`src/rtl/cp0_unit_if.sv`:
```
// cp0_unit_if: connection between the pipeline's exception/writeback stage
// and the CP0 register unit.
//   master modport : pipeline side (drives MTC0/MFC0, exception, ERET, hw_int)
//   slave modport  : cp0_unit side (returns read data, EPC/Status/Cause, intr_req)
interface cp0_unit_if #(
    parameter int N_HWINT = 6
);
    logic [N_HWINT-1:0] hw_int;
    logic               mtc0_en;
    logic [4:0]         mtc0_addr;
    logic [31:0]        mtc0_data;
    logic [4:0]         mfc0_addr;
    logic [31:0]        mfc0_data;
    logic               exc_valid;
    logic [4:0]         exc_code;
    logic               exc_bd;
    logic [31:0]        exc_epc;
    logic               exc_bva_valid;
    logic [31:0]        exc_bva;
    logic               eret;
    logic [31:0]        epc_out;
    logic [31:0]        status_out;
    logic [31:0]        cause_out;
    logic               intr_req;

    modport master (
        output hw_int, mtc0_en, mtc0_addr, mtc0_data, mfc0_addr,
               exc_valid, exc_code, exc_bd, exc_epc, exc_bva_valid, exc_bva, eret,
        input  mfc0_data, epc_out, status_out, cause_out, intr_req
    );

    modport slave (
        input  hw_int, mtc0_en, mtc0_addr, mtc0_data, mfc0_addr,
               exc_valid, exc_code, exc_bd, exc_epc, exc_bva_valid, exc_bva, eret,
        output mfc0_data, epc_out, status_out, cause_out, intr_req
    );
endinterface

```
`src/rtl/cp0_unit.sv`:
```
// cp0_unit: MIPS32 coprocessor-0 register unit (BadVAddr, Count, Compare,
// Status, Cause, EPC) with exception entry, ERET and interrupt request.
// Ports:
//   clk  - clock
//   rst  - asynchronous active-high reset
//   bus  - cp0_unit_if.slave (MTC0/MFC0 access, exception commit, ERET,
//          hw_int lines, EPC/Status/Cause outputs, intr_req)
// Parameters: N_HWINT (1..6 hardware interrupt lines), TIMER_LINE (< 6).
// Build option: define CP0_TIMER_EN to include the Count/Compare timer.
module cp0_unit #(
    parameter int N_HWINT    = 6,
    parameter int TIMER_LINE = 5
) (
    input  logic        clk,
    input  logic        rst,
    cp0_unit_if.slave   bus
);
    localparam int TI_BIT = 2 + TIMER_LINE;

    logic [31:0] badvaddr;
    logic [31:0] epc;
    logic [7:0]  im;
    logic        exl;
    logic        ie;
    logic        bd;
    logic [1:0]  ip_sw;
    logic [5:0]  ip_hw;
    logic [4:0]  exc_code_q;
    logic        ti;
    logic [5:0]  hw_sample;
    logic [7:0]  ip;
    logic [31:0] status_val;
    logic [31:0] cause_val;
    logic [31:0] count_val;
    logic [31:0] compare_val;
    logic        wr;

    // An exception squashes the MTC0/ERET in flight; ERET outranks MTC0.
    assign wr = bus.mtc0_en & ~bus.exc_valid & ~bus.eret;

    always_comb begin
        hw_sample = '0;
        for (int k = 0; k < N_HWINT; k++) hw_sample[k] = bus.hw_int[k];
    end

    always_comb begin
        ip         = {ip_hw, ip_sw};
        ip[TI_BIT] = ip_hw[TIMER_LINE] | ti;
    end

    assign status_val = {9'b0, 1'b1, 6'b0, im, 6'b0, exl, ie};
    assign cause_val  = {bd, ti, 14'b0, ip, 1'b0, exc_code_q, 2'b0};

    always_ff @(posedge clk or posedge rst) begin
        if (rst) begin
            badvaddr   <= '0;
            epc        <= '0;
            im         <= '0;
            exl        <= 1'b0;
            ie         <= 1'b0;
            bd         <= 1'b0;
            ip_sw      <= '0;
            ip_hw      <= '0;
            exc_code_q <= '0;
        end else begin
            ip_hw <= hw_sample;
            if (bus.exc_valid) begin
                exc_code_q <= bus.exc_code;
                exl        <= 1'b1;
                // Nested exceptions keep the original restart point.
                if (!exl) begin
                    epc <= bus.exc_epc;
                    bd  <= bus.exc_bd;
                end
                if (bus.exc_bva_valid) badvaddr <= bus.exc_bva;
            end else if (bus.eret) begin
                exl <= 1'b0;
            end else if (bus.mtc0_en) begin
                case (bus.mtc0_addr)
                    5'd12: begin
                        im  <= bus.mtc0_data[15:8];
                        exl <= bus.mtc0_data[1];
                        ie  <= bus.mtc0_data[0];
                    end
                    5'd13:   ip_sw <= bus.mtc0_data[9:8];
                    5'd14:   epc   <= bus.mtc0_data;
                    default: ;
                endcase
            end
        end
    end

`ifdef CP0_TIMER_EN
    logic [31:0] count;
    logic [31:0] compare;
    logic        toggle;
    logic        inc_q;
    logic        wr_count;
    logic        wr_compare;

    assign wr_count   = wr && (bus.mtc0_addr == 5'd9);
    assign wr_compare = wr && (bus.mtc0_addr == 5'd11);

    // inc_q marks the cycle right after an increment, so the equality check
    // only fires on a counted match (a direct Count write never sets TI).
    always_ff @(posedge clk or posedge rst) begin
        if (rst) begin
            count   <= '0;
            compare <= '0;
            toggle  <= 1'b0;
            inc_q   <= 1'b0;
            ti      <= 1'b0;
        end else begin
            if (wr_count) begin
                count  <= bus.mtc0_data;
                toggle <= 1'b0;
                inc_q  <= 1'b0;
            end else begin
                toggle <= ~toggle;
                inc_q  <= toggle;
                if (toggle) count <= count + 32'd1;
            end
            if (wr_compare) begin
                compare <= bus.mtc0_data;
                ti      <= 1'b0;
            end else if (inc_q && (count == compare)) begin
                ti <= 1'b1;
            end
        end
    end

    assign count_val   = count;
    assign compare_val = compare;
`else
    assign count_val   = '0;
    assign compare_val = '0;
    assign ti          = 1'b0;
`endif

    always_comb begin
        case (bus.mfc0_addr)
            5'd8:    bus.mfc0_data = badvaddr;
            5'd9:    bus.mfc0_data = count_val;
            5'd11:   bus.mfc0_data = compare_val;
            5'd12:   bus.mfc0_data = status_val;
            5'd13:   bus.mfc0_data = cause_val;
            5'd14:   bus.mfc0_data = epc;
            default: bus.mfc0_data = '0;
        endcase
    end

    assign bus.epc_out    = epc;
    assign bus.status_out = status_val;
    assign bus.cause_out  = cause_val;
    assign bus.intr_req   = ie & ~exl & (|(ip & im));
endmodule
```
`src/flat_wrapper.sv`:
```
// flat-port wrapper written by rule: the top's interface ports become plain ports
module cp0_unit_flat 
#(
    parameter int N_HWINT    = 6,
    parameter int TIMER_LINE = 5
)
  (clk, rst, bus_hw_int, bus_mtc0_en, bus_mtc0_addr, bus_mtc0_data, bus_mfc0_addr, bus_exc_valid, bus_exc_code, bus_exc_bd, bus_exc_epc, bus_exc_bva_valid, bus_exc_bva, bus_eret, bus_mfc0_data, bus_epc_out, bus_status_out, bus_cause_out, bus_intr_req);
  cp0_unit_if #(.N_HWINT(N_HWINT)) bus_i ();
  input  logic clk;
  input  logic rst;
  input wire logic [$bits(bus_i.hw_int)-1:0] bus_hw_int;
  input wire logic [$bits(bus_i.mtc0_en)-1:0] bus_mtc0_en;
  input wire logic [$bits(bus_i.mtc0_addr)-1:0] bus_mtc0_addr;
  input wire logic [$bits(bus_i.mtc0_data)-1:0] bus_mtc0_data;
  input wire logic [$bits(bus_i.mfc0_addr)-1:0] bus_mfc0_addr;
  input wire logic [$bits(bus_i.exc_valid)-1:0] bus_exc_valid;
  input wire logic [$bits(bus_i.exc_code)-1:0] bus_exc_code;
  input wire logic [$bits(bus_i.exc_bd)-1:0] bus_exc_bd;
  input wire logic [$bits(bus_i.exc_epc)-1:0] bus_exc_epc;
  input wire logic [$bits(bus_i.exc_bva_valid)-1:0] bus_exc_bva_valid;
  input wire logic [$bits(bus_i.exc_bva)-1:0] bus_exc_bva;
  input wire logic [$bits(bus_i.eret)-1:0] bus_eret;
  output wire logic [$bits(bus_i.mfc0_data)-1:0] bus_mfc0_data;
  output wire logic [$bits(bus_i.epc_out)-1:0] bus_epc_out;
  output wire logic [$bits(bus_i.status_out)-1:0] bus_status_out;
  output wire logic [$bits(bus_i.cause_out)-1:0] bus_cause_out;
  output wire logic [$bits(bus_i.intr_req)-1:0] bus_intr_req;
  assign bus_i.hw_int = bus_hw_int;
  assign bus_i.mtc0_en = bus_mtc0_en;
  assign bus_i.mtc0_addr = bus_mtc0_addr;
  assign bus_i.mtc0_data = bus_mtc0_data;
  assign bus_i.mfc0_addr = bus_mfc0_addr;
  assign bus_i.exc_valid = bus_exc_valid;
  assign bus_i.exc_code = bus_exc_code;
  assign bus_i.exc_bd = bus_exc_bd;
  assign bus_i.exc_epc = bus_exc_epc;
  assign bus_i.exc_bva_valid = bus_exc_bva_valid;
  assign bus_i.exc_bva = bus_exc_bva;
  assign bus_i.eret = bus_eret;
  assign bus_mfc0_data = bus_i.mfc0_data;
  assign bus_epc_out = bus_i.epc_out;
  assign bus_status_out = bus_i.status_out;
  assign bus_cause_out = bus_i.cause_out;
  assign bus_intr_req = bus_i.intr_req;
  cp0_unit #(.N_HWINT(N_HWINT), .TIMER_LINE(TIMER_LINE)) u_core (.clk(clk), .rst(rst), .bus(bus_i));
endmodule
```
`config.mk`:
```
export PLATFORM = sky130hd
export DESIGN_NAME = cp0_unit_flat
export DESIGN_NICKNAME = d
export VERILOG_FILES = /design/src/rtl/cp0_unit_if.sv /design/src/rtl/cp0_unit.sv /design/src/flat_wrapper.sv
export SDC_FILE = /design/constraint.sdc
export NUM_CORES = 1
export LEC_CHECK = 0
export ABC_CLOCK_PERIOD_IN_PS = 5900
export BUFFER_PORTS_ARGS = -buffer_cell sky130_fd_sc_hd__clkbuf_2
export CAP_MARGIN = 25
export CORE_MARGIN = 1.5
export CORE_UTILIZATION = 45
export DETAILED_ROUTE_END_ITERATION = 8
export PLACE_DENSITY = 0.85
export SLEW_MARGIN = 20
export SYNTH_ARGS = -nofsm -noshare
export SYNTH_HDL_FRONTEND = slang
export SYNTH_SLANG_ARGS = --single-unit
```
`constraint.sdc`:
```
create_clock -name clk -period 5.9 [get_ports clk]
set_clock_uncertainty 0.05 [all_clocks]
set_input_delay 0.885 -clock clk [delete_from_list [all_inputs] [get_ports clk]]
set_output_delay 0.885 -clock clk [all_outputs]
set_load 0.03 [all_outputs]
```
==> run metrics, run 1 <==
status=finished, final reports clean; Mapped Area=~4600 sq um; commonest non-fill, non-tap cells in the layout=clkbuf_2 (212), mux2_2 (114), dfrtp_1 (88); initial antenna violation count=0; routed vias=3,711; CTS sink cnt=88; Placed Area=5607 sq um; Max Buffers Root-to-Sink=2; postcts setup bufs=0; Total Nets Final=694; share of layout cells above drive strength 1=0.6157; Adder-Cell Fraction of Synth Area=0; Die Y-Extent=about 100 microns; Final Cycle Share=0.6256; Design Area, Final=5879 sq um; # diodes=0; largest net degree at the start of global routing=48; H-tree levels=3; antenna-violating nets left=0; drc violations=0; PwrDens=297.2 nW/um^2; first-pass GRT wire length=about 19,000 microns; largest family of logic cells by synthesized area=multiplexers; Compound-Gate Fraction of Synth Area=0.06319; worst skew pair latency=0.35 ns; normalized max-slew margin=0.4667; RSZ-0062 raised after global routing=no; Crit Path Class=input pin to output pin; Core Area=slightly below 10,000 sq um; die area=10,910 sq um; register area share after synthesis=0.4753; Least-Margin Pin Slew=0.7984 ns; CP Max Fanout=29; number of global-route vias before repair=3,784; Synth Area in Simple Gates=0.07858; total track usage=0.2216; CTS tree=yes; Synth Area in XOR/XNOR=0; Port Buffer Count=212; Die Width=104.5 microns; Hold WC Path Type=flop to flop; crit start category=input pin; Max Clk Rate=0.2709 GHz; post-DP HPWL=9073 microns; WP data arrival=about 2.8 ns; most common cell after layout, fill and taps aside=clkbuf_2; Lkg Pwr=about 3.0 nW; synth unique cells=30; GRT Residual Overflow=0; #FFs+latches synth=88; post-synthesis cell count=about 370; Num CTS Buffers=9; DR pass1 iterations=4; CTS Root Cell=clkbuf_8; Starting Density=0.4697; Placer Congestion=0.8053; Max-cap violations=0; drt total wl=12,410 microns; CP Data Required Time=slightly below 5 ns; endpoints failing setup=0; total power=1.747 mW; Initial DRC Count=~290; yosys warns=0; row cnt=36; dpl ws=1.831 ns; area grow syn2layout=26.90%; cts repair resizes=0; EDFF count, synth=0; Final Max Slew Viols=0; Avg Cell Area, Syn=12.59 sq um; Crit. End Element=output pin; vias per inst=5.242; cts hold-fix bufs=0; mux contribution to synthesized area=0.2771; clock slew at reported path FFs=0.09 ns; VDD IR max=0.1693 mV; post-route setup TNS=0 ns; Ports=253; Post-synth top flop=dfrtp_1; Post-synth ARST share=1.000; setup ws final=2.209 ns; DR WL/cell=~18 microns; WHS=roughly 0.46 ns; filler cell count=806; final hold violations=0; Final min period=3.691 ns
==> per-layer routing <==
metal  part of all wire  vias up  track usage
met5                  0        -            0
met4              0.022        0       0.1032
met3              0.065       26      0.04762
met2               0.51      182       0.3806
met1               0.40     1829       0.2639
li1                   -     1674            -
==> report_power, final <==
group          internal, mW  switching (mW)  total (mW)
clock                 0.282           0.221       0.503
sequential            0.698          0.0764       0.774
combinational         0.180           0.291       0.470
total                  1.16           0.588        1.75
==> cells in the mapped netlist (all sizes together) (3+ instances only) <==
cell / n / area share
a221o: 10 / 0.022
a22o: 16 / 0.030
and2: 4 / 0.0059
and3: 9 / 0.012
buf: 60 / 0.096
clkbuf: 6 / 0.0049
dfrtp: 88 / 0.48
inv: 4 / 0.0032
mux2: 114 / 0.28
nand3: 28 / 0.030
nand4: 7 / 0.0095
nor2: 3 / 0.0030
==> cell type report <==
cell class                 instances  area [sq um]  share of cell area
sequential                        88          2202              0.3745
tap                              133         166.4             0.02830
timing repair buffer             219          1154              0.1962
inverter                           4         16.27            0.002767
multi-input combinational        248          2097              0.3567
clock inverter                     7         120.1             0.02043
clock buffer                       9         123.9             0.02107
==> logic make-up (layout without fill, tap and decap cells) <==
| logic type | count (synthesis) | after routing |
|---|---|---|
| compound gates | 32 | 32 |
| other cells | 2 | 40 |
| flops | 88 | 88 |
| simple gates | 62 | 62 |
| buf+inv | 70 | 239 |
| mux | 114 | 114 |
==> metrics by stage <==
stage | util | cells
floorplan | - | 406
global placement | 0.5656 | 690
detailed placement | 0.5684 | 691
CTS | 0.5931 | 707
global route | 0.5960 | 708
finish | 0.5960 | 708
==> critical path: stages <==
cell      delay (ns)
clkbuf_2        0.23
nor3b_2         0.22
buf_4           0.32
and2_2          0.62
a221o_1         0.26
clkbuf_2        0.20
==> final timing paths <==
| path | startpoint | to | slack (ns) | depth (start not counted) |
|---|---|---|---|---|
| worst max-delay path | bus_mfc0_addr[3] | bus_mfc0_data[4] | 2.21 | 6 |
| worst max register to register | u_core.exl | u_core.bus.epc_out[18] | 4.08 | 4 |
| max in group asynchronous | rst | u_core.badvaddr[3] | 4.59 | 4 |
| worst min register to register | u_core.badvaddr[27] | u_core.badvaddr[27] | 0.46 | 1 |
| min in group asynchronous | rst | u_core.bus.epc_out[16] | 0.59 | 3 |
| worst min-delay path | u_core.badvaddr[27] | u_core.badvaddr[27] | 0.46 | 1 |
==> sequential cells by signal, indices dropped and copies added, names as in the netlist <==
signal / cells
u_core.badvaddr: 32
u_core.bus.epc_out: 32
u_core.im: 8
u_core.ip_hw: 6
u_core.exc_code_q: 5
u_core.ip_sw: 2
u_core.bd: 1
u_core.exl: 1
u_core.ie: 1
Note: power is estimated with default switching activity, not from simulation.
==> inputs of run 2 (changes only) <==
- ABC_AREA: default -> 1
- ABC_CLOCK_PERIOD_IN_PS: 5900 -> 3200
- CORE_UTILIZATION: 45 -> 42
- PLACE_DENSITY: 0.85 -> 0.81
- clock period: 5.9 -> 3.2 ns (I/O delays scaled with it)
==> run 2 against run 1 <==
The run now ends with DRC left. Worst hold slack worse by 0.36 ns. Clock-buffer cell count is 1 higher. Final cell count is 43% higher. Flip-flop and latch count stayed put.
==> run metrics, run 2 <==
Most common cell on crit path=clkbuf_2; cts hold-fix bufs=0 (unchanged); CP startpoint=bus_mfc0_addr[4]; Placer Congestion=0.9851 (+22%); post-route setup TNS=0 ns (unchanged); synth unique cells=19 (-37%); normalized max-slew margin=0.6085 (+0.1418); max incr delay on CP=0.32 ns (-0.30 ns); Starting Density=0.4351 (-0.03455); antenna-violating nets left=0 (unchanged); area of the multi-input gates=2275 sq um (+8.5%); row cnt=39 (+8.3%); CTS sink cnt=88 (unchanged); Total Nets Final=986 (+42%); #FFs+latches synth=88 (unchanged); Initial DRC Count=409 (+43%); R2R Path End=u_core.bus.epc_out[12]; vias per inst=4.945 (-5.6%); CP Data Required Time=2.67 ns (-2.30 ns); PwrDens=521.7 nW/um^2 (+76%); Lkg Pwr=3.691 nW (+24%); Max Buffers Root-to-Sink=2 (unchanged); Final Max Slew Viols=0 (unchanged); Placed Instances=994 (+44%); Hold WC Path Type=input pin to asynchronous set/reset pin; WHS=0.1051 ns (-0.3595 ns); drt total wl=15,480 microns (+25%); VDD IR max=0.2628 mV (+55%); Crit Path Class=input pin to output pin; worst path cell trace=clkbuf_2, nor2_2, buf_4, nand3_2, o21ai_0, clkbuf_2; Crit. End Element=output pin; Final Cycle Share=0.7779; post-DP HPWL=12,010 microns (+32%); Die Y-Extent=112.5 microns (+7.6%); setup ws final=0.7106 ns (-1.498 ns); number of global-route vias before repair=4,449 (+18%); RSZ-0062 raised after global routing=no; first-pass GRT wire length=24,250 microns (+28%); die area=12,650 sq um (+16%); most common cell after layout, fill and taps aside=nand2_1; Num CTS Buffers=9 (unchanged); largest cells by area after synthesis=dfrtp_1 (44%), nand2_1 (18%), nand3_1 (9.1%), buf_4 (7.2%), nand4_1 (4.7%); Ports=253 (unchanged); R2R cell count=5 (+1); WP buf/inv=3 (unchanged); most common cell in the synthesized netlist=nand2_1; Post-synth ARST share=1.000 (unchanged); Max Clk Rate=around 0.4 GHz; delay-heaviest family, CP=buffers and inverters; top cell type's share of synthesized area=0.4376 (-0.03770); commonest non-fill, non-tap cells in the layout=nand2_1 (240), clkbuf_2 (212), nand3_1 (91); EDFF count, synth=0 (unchanged); crit start category=input pin; Placed Area=6026 sq um (+7.5%); area grow syn2layout=25.91%; Max-cap violations=0 (unchanged); drc violations=14 (+14); Die Width=112.5 microns (+7.6%); top post-synthesis cells by count=nand2_1 (240), nand3_1 (91), dfrtp_1 (88); crit path max-delay cell type=o21ai_0; GRT Residual Overflow=0 (unchanged); post-synthesis cell count=671 (+82%); Non-Filler Instances=1,009 (+43%); final hold violations=0 (unchanged); H-tree levels=3 (unchanged); share of layout cells above drive strength 1=0.3152 (-0.3004); Avg Cell Area, Syn=7.500 sq um (-40%); Post-synth top flop=dfrtp_1; RR Startpoint=u_core.exl; Mapped Area=5032 sq um (+8.6%); DR WL/cell=15.34 microns (-12%); CTS tree=yes; worst skew pair latency=0.34 ns (about the same); Design Area, Final=6336 sq um (+7.8%); Final min period=2.489 ns; cts repair resizes=0 (unchanged); filler cell count=1,124 (+39%); clock slew at reported path FFs=0.06 ns (-0.03 ns); initial antenna violation count=0 (unchanged); register area share after synthesis=0.4376 (-0.03770); post-synth top area cell=dfrtp_1; Port Buffer Count=212 (unchanged); WP data arrival=1.96 ns (-0.80 ns); Least-Margin Pin Slew=0.5852 ns (-0.2132 ns); dpl ws=0.7492 ns (-1.082 ns); r2r setup slk=1.46 ns (-2.62 ns); endpoints failing setup=0 (unchanged); total power=3.306 mW (+89%); status=finished with violations; largest net degree at the start of global routing=48 (unchanged); DR pass1 iterations=7 (+3); failing checks=DRC; # diodes=0 (unchanged); Layout Utilization=0.5479 (-0.04814); CP Max Fanout=19 (-34%); Core Area=11,560 sq um (+17%); yosys warns=0 (unchanged); total track usage=0.2469 (+0.02528); FF+latch area=2202 sq um (unchanged); routed vias=4,990 (+34%); postcts setup bufs=0 (unchanged); CTS Root Cell=clkbuf_16
run 2: kinds of logic (layout without fill, tap and decap cells):
| family | count (synthesis) | count (layout) | share of synthesized area |
|---|---|---|---|
| simple gates | 403 | 403 | 0.3496 |
| other cells | 2 | 40 | 0.001492 |
| compound gates | 32 | 32 | 0.03183 |
| buf+inv | 128 | 285 | 0.1392 |
| flops | 88 | 88 | 0.4376 |
| mux | 18 | 18 | 0.04028 |
run 2: routing by layer:
layer,track usage,vias up,part of all wire
met4,0.07932,0,0.019
met5,0,-,0
met2,0.3759,221,0.47
met3,0.05076,23,0.068
li1,-,2465,-
met1,0.3537,2281,0.45
run 2: how the worst max path moves through the flow:
stage | slack [ns] | to | cells after the start
5_1_grt | 0.58 | bus_mfc0_data[17] | 6
6_report | 0.71 | bus_mfc0_data[17] | 6
3_3_place_gp | 0.82 | bus_mfc0_data[26] | 6
3_5_place_dp | 0.75 | bus_mfc0_data[17] | 6
2_1_floorplan | 0.39 | u_core.badvaddr[0] | 1
4_1_cts | 0.75 | bus_mfc0_data[17] | 6
run 2: cell type report:
type,instances,share of cell area
inverters,44,0.02626
repair buffers,226,0.1900
clock buffers,10,0.03614
clock inverters,5,0.01284
well taps,143,0.02824
multi-input cells,493,0.3590
flip-flops and latches,88,0.3476
run 2: worst reg2reg max path: stages, from the launching register on:
cell	delay [ns]
dfrtp_1	0.40
inv_1	0.10
nand2_1	0.34
nand2_2	0.46
nand2_1	0.20
nand2_1	0.07
run 2: where the power goes:
part	total, mW	internal, mW	switching, mW
Combinational	0.801	0.243	0.558
Sequential	1.40	1.26	0.139
Clock	1.11	0.681	0.426
Total	3.31	2.18	1.12
